==> src/rtl/usb_pkg.sv <==
// Shared USB device package.
// Holds the transmit-buffer geometry used by tx_data_buffer and tx_buffer_mem.
// Also holds the packet-ID encodings used by the transmitter.
package usb_pkg;

  // Transmit buffer geometry: 64 byte entries, 6-bit wrapping pointers, and a
  // 7-bit occupancy count so that the full state (64) can be represented.
  localparam int BUFFER_DEPTH = 64;
  localparam int PTR_W        = 6;
  localparam int OCC_W        = 7;

  // USB packet identifiers (low nibble of the PID byte).
  typedef enum logic [3:0] {
    PID_OUT   = 4'b0001,
    PID_IN    = 4'b1001,
    PID_SOF   = 4'b0101,
    PID_SETUP = 4'b1101,
    PID_DATA0 = 4'b0011,
    PID_DATA1 = 4'b1011,
    PID_ACK   = 4'b0010,
    PID_NAK   = 4'b1010,
    PID_STALL = 4'b1110
  } usb_pid_e;

  // The PID byte on the wire carries the PID and its one's complement check.
  function automatic logic [7:0] pid_byte(input usb_pid_e pid);
    return {~pid, pid};
  endfunction

endpackage

==> src/rtl/tx_buffer_mem.sv <==
// Register-file storage for the transmit buffer.
// It has one synchronous write port and one asynchronous read port.
// The storage is deliberately not reset; entries are don't-care until written.
// Ports:
//   clk_i    - clock
//   we_i     - write enable
//   waddr_i  - write address
//   wdata_i  - write data
//   raddr_i  - read address
//   rdata_o  - read data (combinational)
module tx_buffer_mem #(
  parameter int DEPTH  = 64,
  parameter int DATA_W = 8,
  parameter int ADDR_W = 6
) (
  input  logic              clk_i,
  input  logic              we_i,
  input  logic [ADDR_W-1:0] waddr_i,
  input  logic [DATA_W-1:0] wdata_i,
  input  logic [ADDR_W-1:0] raddr_i,
  output logic [DATA_W-1:0] rdata_o
);

  logic [DATA_W-1:0] mem_q [DEPTH];

  always_ff @(posedge clk_i) begin
    if (we_i) begin
      mem_q[waddr_i] <= wdata_i;
    end
  end

  assign rdata_o = mem_q[raddr_i];

endmodule

==> src/rtl/tx_data_buffer.sv <==
// Transmit data buffer: a 64-byte first-word-fall-through FIFO.
// The host side writes into it and the USB transmitter drains it.
// Ports:
//   clk, rst              - clock, synchronous active-high reset
//   store_tx_data/tx_data - push strobe and byte
//   clear                 - flush all contents and error flags
//   get_tx_packet_data    - pop strobe
//   tx_packet_data        - head byte (00 when empty)
//   buffer_occupancy      - stored byte count 0..64
//   buffer_full/empty     - decoded from occupancy
//   overflow_err          - sticky flag: a push was attempted while full
//   underflow_err         - sticky flag: a pop was attempted while empty
module tx_data_buffer
  import usb_pkg::*;
#(
  parameter int DEPTH  = BUFFER_DEPTH,
  parameter int DATA_W = 8
) (
  input  logic              clk,
  input  logic              rst,
  input  logic              store_tx_data,
  input  logic [DATA_W-1:0] tx_data,
  input  logic              clear,
  input  logic              get_tx_packet_data,
  output logic [DATA_W-1:0] tx_packet_data,
  output logic [OCC_W-1:0]  buffer_occupancy,
  output logic              buffer_full,
  output logic              buffer_empty,
  output logic              overflow_err,
  output logic              underflow_err
);

  logic [PTR_W-1:0]  rd_ptr_q, rd_ptr_d;
  logic [PTR_W-1:0]  wr_ptr_q, wr_ptr_d;
  logic [OCC_W-1:0]  occ_q, occ_d;
  logic              ovf_q, ovf_d;
  logic              unf_q, unf_d;

  logic              full;
  logic              empty;
  logic              pop_ok;
  logic              push_ok;
  logic              mem_we;
  logic [DATA_W-1:0] head;

  assign full  = (occ_q == OCC_W'(DEPTH));
  assign empty = (occ_q == '0);

  // A push when full is still accepted if a pop frees the head slot on the
  // same edge. When full, the write slot equals the head slot being popped,
  // so the new byte lands there only after the old head has been read out.
  assign pop_ok  = get_tx_packet_data && !empty;
  assign push_ok = store_tx_data && (!full || pop_ok);
  assign mem_we  = push_ok && !clear && !rst;

  tx_buffer_mem #(
    .DEPTH  (DEPTH),
    .DATA_W (DATA_W),
    .ADDR_W (PTR_W)
  ) u_mem (
    .clk_i   (clk),
    .we_i    (mem_we),
    .waddr_i (wr_ptr_q),
    .wdata_i (tx_data),
    .raddr_i (rd_ptr_q),
    .rdata_o (head)
  );

  always_comb begin
    rd_ptr_d = rd_ptr_q;
    wr_ptr_d = wr_ptr_q;
    occ_d    = occ_q;
    ovf_d    = ovf_q;
    unf_d    = unf_q;
    if (clear) begin
      rd_ptr_d = '0;
      wr_ptr_d = '0;
      occ_d    = '0;
      ovf_d    = 1'b0;
      unf_d    = 1'b0;
    end else begin
      if (push_ok) wr_ptr_d = wr_ptr_q + PTR_W'(1);
      if (pop_ok)  rd_ptr_d = rd_ptr_q + PTR_W'(1);
      case ({push_ok, pop_ok})
        2'b10:   occ_d = occ_q + OCC_W'(1);
        2'b01:   occ_d = occ_q - OCC_W'(1);
        default: occ_d = occ_q;
      endcase
      // A full-buffer push paired with a pop is not an overflow.
      if (store_tx_data && full && !get_tx_packet_data) ovf_d = 1'b1;
      if (get_tx_packet_data && empty)                  unf_d = 1'b1;
    end
  end

  always_ff @(posedge clk) begin
    if (rst) begin
      rd_ptr_q <= '0;
      wr_ptr_q <= '0;
      occ_q    <= '0;
      ovf_q    <= 1'b0;
      unf_q    <= 1'b0;
    end else begin
      rd_ptr_q <= rd_ptr_d;
      wr_ptr_q <= wr_ptr_d;
      occ_q    <= occ_d;
      ovf_q    <= ovf_d;
      unf_q    <= unf_d;
    end
  end

  // Stale storage contents must never leak out while empty.
  assign tx_packet_data   = empty ? '0 : head;
  assign buffer_occupancy = occ_q;
  assign buffer_full      = full;
  assign buffer_empty     = empty;
  assign overflow_err     = ovf_q;
  assign underflow_err    = unf_q;

endmodule
==> config.mk <==
export PLATFORM = sky130hd
export DESIGN_NAME = tx_data_buffer
export DESIGN_NICKNAME = d
export VERILOG_FILES = /design/src/rtl/usb_pkg.sv /design/src/rtl/tx_buffer_mem.sv /design/src/rtl/tx_data_buffer.sv
export SDC_FILE = /design/constraint.sdc
export NUM_CORES = 1
export LEC_CHECK = 0
export CAP_MARGIN = 20
export CORE_ASPECT_RATIO = 0.6
export CORE_MARGIN = 8
export CORE_UTILIZATION = 65
export CTS_BUF_LIST = sky130_fd_sc_hd__clkbuf_8
export CTS_CLUSTER_DIAMETER = 100
export DETAILED_ROUTE_END_ITERATION = 8
export GPL_ROUTABILITY_DRIVEN = 0
export GPL_TIMING_DRIVEN = 0
export PLACE_DENSITY_LB_ADDON = 0.05
export SKIP_CTS_REPAIR_TIMING = 1
export SLEW_MARGIN = 20
export SYNTH_ARGS = -nofsm -noshare
export SYNTH_HDL_FRONTEND = slang
export SYNTH_SLANG_ARGS = --single-unit
==> constraint.sdc <==
create_clock -name clk -period 3.1 [get_ports clk]
set_input_delay 0.62 -clock clk [delete_from_list [all_inputs] [get_ports clk]]
set_output_delay 0.62 -clock clk [all_outputs]
set_load 0.005 [all_outputs]
Word level (Yosys, flattened, before mapping)
Memories as Yosys holds them, arrays and structs flattened. A register that Yosys moved wholly into a read port is not among the register bits.
Index checks and enable logic that the tools add are counted.
- memories kept: 1
- logic and storage cells: 35
- flip-flop bits (word level): 21
- bits in writable memories: 512
- output and inout bits: 19
- input port bits: 13
- memories (name ; words ; width ; rd ports ; clocked after Yosys merged registers in ; write ports ; line ; text):
    u_mem.mem_q ; 64 ; 8 ; 1 ; 1 ; 1 ; tx_buffer_mem.sv:24 ; logic [DATA_W-1:0] mem_q [DEPTH];
- equal/unequal tests: 3
- add/sub/neg operators: 4
- reductions and logical operators: 16
- mux-type cells: 6
- operator list (cell ; number):
    one-hot mux 7 bit (2 select lines) ; 1
    adder 6 x 1 -> 6 bit, second input constant ; 2
    2-to-1 mux 6 bit ; 2
    2-to-1 mux 8 bit ; 1
    adder 7 x 1 -> 7 bit, second input constant ; 1
    == test 7 bit, second input constant ; 1
    logical AND 1 bit ; 7
    zero test 7 bit ; 1
    subtractor 7 x 1 -> 7 bit, second input constant ; 1
    zero test 1 bit ; 5
    == test 2 x 1 -> 1 bit, second input constant ; 1
    == test 2 bit, second input constant ; 1
    2-to-1 mux 1 bit ; 2
    nonzero test 2 bit ; 1
    OR reduction 2 bit ; 1
    logical OR 1 bit ; 1

Depth between registers and ports, before layout
Gate-level depths: netlist of run 1.
- depth after elaboration: 9
- mapped depth: 13

By module
From an unflattened synthesis of run 1, not the netlist that was laid out.
- cell total of the unflattened synthesis: 1078
- area, all modules: 21257.9 um^2
- by module, submodules not included (module ; cells an instance ; sequential area each (um^2) ; times used ; area an instance (um^2)):
    tx_buffer_mem ; 932 ; 15374.7 ; 1 ; 20006.7
    tx_data_buffer ; 146 ; 420.4 ; 1 ; 1251.2

Worst setup path after synthesis of run 1
OpenSTA, ideal clock, no wires.
- path kind: register to register
- start point: register occ_q[0] (netlist: buffer_occupancy[0])
- end point: register occ_q[6] (netlist: buffer_occupancy[6])
- data arrival time: 2.441 ns
- setup slack: 0.585 ns
- cell stages (with the launch flop): 14
- data required time: 3.026 ns
- buffers on the path: 0
- library setup time: 0.074 ns
- path through: dfxtp_1 > nor4_4 > nand3_2 > inv_2 > nor2_4 > nand2_4 > inv_2 > ha_1 > nor2b_1 > o31a_1 > o21ai_0 > and2_1 > a211o_1 > a31oi_1
- cells in the longest elaborated chain, start to end: 7
- elaborated cells on any way between the ends: 13
- RTL lines (item ; line ; text):
    start, declared ; tx_data_buffer.sv:35 ; logic [OCC_W-1:0] occ_q, occ_d;
    start signal, assigned ; tx_data_buffer.sv:99 ; occ_q <= '0;
    start signal, assigned ; tx_data_buffer.sv:105 ; occ_q <= occ_d;
    zero test 7 bit * ; tx_data_buffer.sv:47 ; assign empty = (occ_q == '0);
    net buffer_empty ; tx_data_buffer.sv:28 ; output logic buffer_empty,
    zero test 1 bit * ; tx_data_buffer.sv:52 ; assign pop_ok = get_tx_packet_data && !empty;
    logical AND 1 bit * ; tx_data_buffer.sv:52 ;
    logical OR 1 bit ; tx_data_buffer.sv:53 ; assign push_ok = store_tx_data && (!full || pop_ok);
    logical AND 1 bit ; tx_data_buffer.sv:53 ;
    == test 2 x 1 -> 1 bit / == test 2 bit (equally long branches) ; tx_data_buffer.sv:84 ; case ({push_ok, pop_ok})
    one-hot mux 7 bit (2 select lines) / nonzero test 2 bit (equally long branches) ; -- ;
The timed path passes the listed nets; every way through them passes the cells marked *.
A chain may end at the register's enable or synchronous reset.

==> impl_metrics.env, run 1 <==
export IMPL_outcome="finished with violations"
export IMPL_violations="setup timing"
export IMPL_final_common_cell="edfxtp_1"
export IMPL_clock_sinks=539
export IMPL_hold_class="input port to flip-flop"
export IMPL_drive_gt1_share_pct=36.5
export IMPL_tns_ns=-7.09
export IMPL_synth_area_leaders="edfxtp_1 73%, mux4_2 13%, dfxtp_1 2.6%, nor2_1 1.7%, mux2i_1 0.71%"
export IMPL_fmax_mhz=280
export IMPL_dr_first_iter_drc_count=1780
export IMPL_synth_top_area_share_pct=72.8
export IMPL_period_minus_slack_ns=3.57
export IMPL_dr_pass1_iters=5
export IMPL_routed_wl_um=54700
export IMPL_synthDistinctLibCells=57
export IMPL_numCtsBuffers=76
export IMPL_critPathMostFrequentCell="clkbuf_16"
export IMPL_die_area_mm2=0.0387
export IMPL_clk_pin_slew_ns=0.07
export IMPL_clock_skew_ns=0.0268
export IMPL_setup_viol=119
export IMPL_slowest_stage="mux4_2"
export IMPL_tightest_slew_ns=0.862
export IMPL_synth_nets=1079
export IMPL_final_cell_mix="512 x edfxtp_1, 128 x mux4_2, 78 x clkbuf_8"
export IMPL_grt_total_usage_pct=27.2
export IMPL_grt_pass1_wl_um=74900
export IMPL_synth_top_area_cell="edfxtp_1"
export IMPL_wl_per_cell_um=31.9
export IMPL_place_ws_ns=-0.777
export IMPL_grt_max_degree=65
export IMPL_clock_path_buffers=3
export IMPL_die_w_um=249
export IMPL_root_buffer="clkbuf_8"
export IMPL_diodes=0
export IMPL_endpoint_kind="output port"
export IMPL_path_cells="clkbuf_16, clkbuf_16, buf_16, buf_6, mux4_2, o22a_1, a31oi_4, o22ai_2, buf_2"
export IMPL_drc=0
export IMPL_layout_worst_path_cycle_share_pct=115
export IMPL_total_leakage_power_nw=7.77
export IMPL_hpwl_um=33600
export IMPL_critPathBufInv=5
export IMPL_vias=11500
export IMPL_rows=51
export IMPL_portBuffers=30
export IMPL_critPathLaunchType="flip-flop"
export IMPL_vias_per_cell=6.73
export IMPL_synth_edf_count=512
export IMPL_grt_setup_unrepaired="yes"
export IMPL_io_pins=32
export IMPL_async_flop_share_pct=0
export IMPL_ant_nets=0
export IMPL_setup_slack_ns=-0.473
export IMPL_slowest_delay_ns=0.60
export IMPL_avgSynthCellArea_um2=20.0
export IMPL_postSynthCellCount=1058
export IMPL_p_per_area_mw_per_mm2=549
export IMPL_core_area_mm2=0.0322
export IMPL_finalHoldWorstSlack_ns=0.336
export IMPL_num_nets_final=1251
export IMPL_antenna_found_initial=0
export IMPL_grt_ovfl_total=0
export IMPL_clock_latency_ns=0.65
export IMPL_dpl_instance_area_mm2=0.0220
export IMPL_cts_tree="yes"
export IMPL_htree_levels=3
export IMPL_hold_violations=0
export IMPL_maxSlewHeadroom_pct=42.4
export IMPL_synth_flop_cell="edfxtp_1"
export IMPL_critPathTopFamily="buffers and inverters"
export IMPL_synth_seq_area_share_pct=75.4
export IMPL_ys_ff_latch=539
export IMPL_synth_area_mm2=0.0211
export IMPL_initial_core_util_pct=65.5
export IMPL_worst_ep_arrival_time_ns=2.95
export IMPL_crit_required_ns=2.48
export IMPL_path_max_fanout=6
export IMPL_drv_slew=0
export IMPL_yosysWarnings=0
export IMPL_fin_area_mm2=0.0249
export IMPL_drv_cap=0
export IMPL_grt_pass1_vias=10700
export IMPL_die_height_um=156
export IMPL_ir_worst_vdd_mv=0.447
export IMPL_critical_path_class="flip-flop to output port"
export IMPL_syn_to_final_growth_pct=17.9
[per-stage QoR]
| stage | utilization, % | total power [mW] | std cells |
|---|---|---|---|
| floorplan | - | 8.33 | 1058 |
| global placement | 68.1 | 8.57 | 1512 |
| detailed placement | 68.4 | 8.58 | 1518 |
| CTS | 72.6 | 13.6 | 1658 |
| global route | 77.3 | 14.0 | 1716 |
| finish | 77.3 | 13.7 | 1716 |
[cell type report]
type / count / area (um^2)
inverter: 13 / 48.8
sequential: 539 / 15900
multi-input combinational: 450 / 5450
timing repair buffer: 96 / 936
buffer: 54 / 643
tap: 424 / 531
clock inverter: 62 / 300
fill: 1704 / 7320
clock buffer: 78 / 1070
[layer usage]
metal	part of all wire [%]	global-route usage (%)	wire (um)
met1	40	39.9	21700
met3	15	11.3	8060
met2	43	37.9	23700
met5	0	0	0
met4	2.2	6.96	1210
[kinds of logic (layout without fill, tap and decap cells)]
group / after synthesis / after routing / share of synthesized area, %
AND/OR/NAND/NOR: 175 / 175 / 3.85
XOR/XNOR: 12 / 12 / 0.498
adder cells (fa/ha/maj): 8 / 8 / 0.510
AO/OA/AOI/OAI: 112 / 112 / 3.67
multiplexers: 143 / 143 / 14.4
buffers and inverters: 69 / 303 / 1.69
flip-flops: 539 / 539 / 75.4
[worst paths after layout]
| path | slack [ns] | cells after the start | from | to |
|---|---|---|---|---|
| setup / recovery | -0.47 | 9 | flip-flop | tx_packet_data[5] |
| hold / removal | 0.34 | 3 | store_tx_data | overflow_err$_SDFFE_PP0P_ |
| setup reg to reg | -0.08 | 6 | buffer_occupancy[4]$_SDFFE_PP0P_ | u_mem.mem_q[10][5]$_DFFE_PP_ |
| hold reg to reg | 0.45 | 2 | overflow_err$_SDFFE_PP0P_ | overflow_err$_SDFFE_PP0P_ |
[worst register-to-register path: cells and delay by family (launching register included)]
family | cells | cell delay (ns)
flops | 1 | 0.41
compound gates | 1 | 0.19
simple gates | 5 | 2.21
[where the power goes]
| group | switching (mW) | internal [mW] | total [mW] | leakage [nW] |
|---|---|---|---|---|
| Combinational | 0.317 | 0.224 | 0.541 | 2.18 |
| Clock | 2.71 | 2.44 | 5.16 | 0.775 |
| Sequential | 0.00821 | 7.97 | 7.97 | 4.82 |
[flip-flops by register name (all words and copies together), names as in the netlist, named ones only]
| register | count |
|---|---|
| u_mem.mem_q | 512 |
| rd_ptr_q | 6 |
| buffer_occupancy | 7 |
| overflow_err | 1 |
| underflow_err | 1 |
| wr_ptr_q | 6 |
[cells in the mapped netlist (6+ instances only)]
cell type / number
clkbuf_1: 16
nand2_1: 27
nor3_1: 6
nor2_1: 94
buf_4: 11
a211oi_1: 9
o21ai_0: 16
o22ai_1: 23
buf_2: 18
a21oi_1: 17
dfxtp_1: 27
nand3_1: 7
a22oi_1: 13
inv_1: 11
nor2b_1: 12
mux2i_1: 15
edfxtp_1: 512
a22o_1: 6
nand2b_1: 6
xnor2_1: 6
ha_1: 7
mux4_2: 125
o221ai_1: 9
buf_1: 7
xor2_1: 6
Note: power is estimated with default switching activity, not from simulation.
==> inputs of run 2 (changes only) <==
==> constraint.sdc (replaced) <==
create_clock -name clk -period 3.1 [get_ports clk]
set_input_delay 0.31 -clock clk [delete_from_list [all_inputs] [get_ports clk]]
set_output_delay 0.31 -clock clk [all_outputs]
set_load 0.005 [all_outputs]
==> run 2 against run 1 <==
Net effect:
- the flow still finishes with violations (setup timing)
- cell count up 0.29%
- worst setup slack better by 0.25 ns
- register-to-register slack better by 0.02 ns
- global-route usage unchanged
- critical path depth up 1
- combinational power up 2%
- count of clock-buffer cells in the layout unchanged
- clock skew down 0.0040 ns
- wire length up 0.86%
- sequential cell count unchanged
- design area about the same
- sequential share of layout area about the same
==> impl_metrics.env, run 2 (synthesis gave the netlist of run 1 again) <==
export IMPL_p_clk_share_pct=37.7
export IMPL_vias_per_cell=6.77
export IMPL_crit_required_ns=2.79
export IMPL_io_pins=32
export IMPL_cts_tree="yes"
export IMPL_worst_ep_arrival_time_ns=3.01
export IMPL_total_leakage_power_nw=7.79
export IMPL_die_height_um=156
export IMPL_syn_to_final_growth_pct=18.0
export IMPL_clock_latency_ns=0.65
export IMPL_final_common_cell="edfxtp_1"
export IMPL_path_cells="clkbuf_16, clkbuf_16, buf_4, buf_4, mux4_2, a22oi_1, a21oi_1, a31oi_4, o22ai_2, buf_2"
export IMPL_vias=11600
export IMPL_period_minus_slack_ns=3.32
export IMPL_rows=51
export IMPL_critPathLaunchType="flip-flop"
export IMPL_drv_slew=0
export IMPL_wl_met1_um=21500
export IMPL_numCtsBuffers=76
export IMPL_root_buffer="clkbuf_8"
export IMPL_hpwl_um=33600
export IMPL_path_max_fanout=5
export IMPL_setup_viol=127
export IMPL_num_nets_final=1256
export IMPL_power_switching_mw=3.05
export IMPL_wl_met3_um=8470
export IMPL_r2r_cells=6
export IMPL_clock_path_buffers=3
export IMPL_r2r_setup_slack_ns=-0.06
export IMPL_final_cell_mix="512 x edfxtp_1, 128 x mux4_2, 78 x clkbuf_8"
export IMPL_clock_sinks=539
export IMPL_wl_per_cell_um=32.0
export IMPL_ir_worst_vdd_mv=0.474
export IMPL_finalHoldWorstSlack_ns=0.0181
export IMPL_die_w_um=249
export IMPL_fin_cells=1721
export IMPL_maxSlewHeadroom_pct=40.0
export IMPL_seqPwrFrac_pct=58.3
export IMPL_largest_reg_flops=512
export IMPL_drive_gt1_share_pct=36.2
export IMPL_layout_worst_path_cycle_share_pct=107
export IMPL_grt_ovfl_total=0
export IMPL_antenna_found_initial=1
export IMPL_internal_power_mw=10.6
export IMPL_outcome="finished with violations"
export IMPL_dr_pass1_iters=5
export IMPL_dp_cells=1518
export IMPL_fmax_mhz=301
export IMPL_critical_path_class="flip-flop to output port"
export IMPL_path_depth=10
export IMPL_endpoint_kind="output port"
export IMPL_route_met2_wl_um=24000
export IMPL_comb_power_share_pct=4.0
export IMPL_hold_depth=3
export IMPL_p_per_area_mw_per_mm2=549
export IMPL_slowest_stage="mux4_2"
export IMPL_place_ws_ns=-0.467
export IMPL_tightest_slew_ns=0.898
export IMPL_critPathTopFamily="compound AO/OA/AOI/OAI gates"
export IMPL_top_layer_used="met4"
export IMPL_total_power_mw=13.7
export IMPL_dr_first_iter_drc_count=1857
export IMPL_largest_register="u_mem.mem_q"
export IMPL_hold_violations=0
export IMPL_diodes=0
export IMPL_grt_pass1_vias=10700
export IMPL_violations="setup timing"
export IMPL_grt_pass1_wl_um=74900
export IMPL_core_area_mm2=0.0322
export IMPL_setup_slack_ns=-0.221
export IMPL_routed_wl_um=55200
export IMPL_grt_max_degree=65
export IMPL_htree_levels=3
export IMPL_p_sw_share_pct=22.3
export IMPL_ant_nets=0
export IMPL_drc=0
export IMPL_tns_ns=-3.18
export IMPL_die_area_mm2=0.0387
export IMPL_clock_skew_ns=0.0227
export IMPL_grt_total_usage_pct=27.2
export IMPL_initial_core_util_pct=65.5
export IMPL_drv_cap=0
export IMPL_critPathBufInv=5
export IMPL_clk_pin_slew_ns=0.06
export IMPL_hold_class="input port to flip-flop"
export IMPL_slowest_delay_ns=0.52
export IMPL_grt_setup_unrepaired="yes"
export IMPL_portBuffers=30
==> run 2: final timing paths <==
| kind | endpoint | from |
|---|---|---|
| worst max-delay path | tx_packet_data[5] | flip-flop |
| worst max register to register | u_mem.mem_q[43][1]$_DFFE_PP_ | buffer_occupancy[4]$_SDFFE_PP0P_ |
| worst min register to register | overflow_err$_SDFFE_PP0P_ | overflow_err$_SDFFE_PP0P_ |
| worst min-delay path | overflow_err$_SDFFE_PP0P_ | store_tx_data |
==> run 2: routing by layer <==
metal / track usage [%] / up-vias
met5: 0 / -
li1: - / 4719
met3: 11.3 / 100
met4: 6.96 / 0
met1: 39.9 / 5900
met2: 37.9 / 927
==> run 2: area by class of cell <==
cell class,instances,area (um^2)
Buffer,54,643
Multi-Input combinational cell,450,5400
Fill cell,1703,7320
Clock inverter,62,300
Timing Repair Buffer,101,990
Clock buffer,78,1070
Inverter,13,48.8
Sequential cell,539,15900
Tap cell,424,531
==> run 2: per-stage QoR <==
step / util (%) / area, um^2
after floorplan: - / 21100
after global placement: 68.1 / 21900
after detailed placement: 68.4 / 22000
after CTS: 72.6 / 23400
after global routing: 77.3 / 24900
final: 77.3 / 24900
==> run 2: worst register-to-register path, cell delays in order, from the launching register on <==
cell	delay [ns]
dfxtp_1	0.41
nor2_1	0.14
nand3_1	0.20
o21ai_0	0.17
nor3_1	0.46
nand2_1	0.57
nor2_1	0.84
==> run 2: power by group through the flow <==
| stage | combinational [mW] | clock, mW | sequential (mW) |
|---|---|---|---|
| after floorplan | 0.197 | 0 | 8.13 |
| after global routing | 0.575 | 5.51 | 7.97 |
| after detailed placement | 0.447 | 0 | 8.13 |
| final | 0.550 | 5.16 | 7.97 |
| after CTS | 0.447 | 5.16 | 7.98 |
| after global placement | 0.422 | 0 | 8.15 |
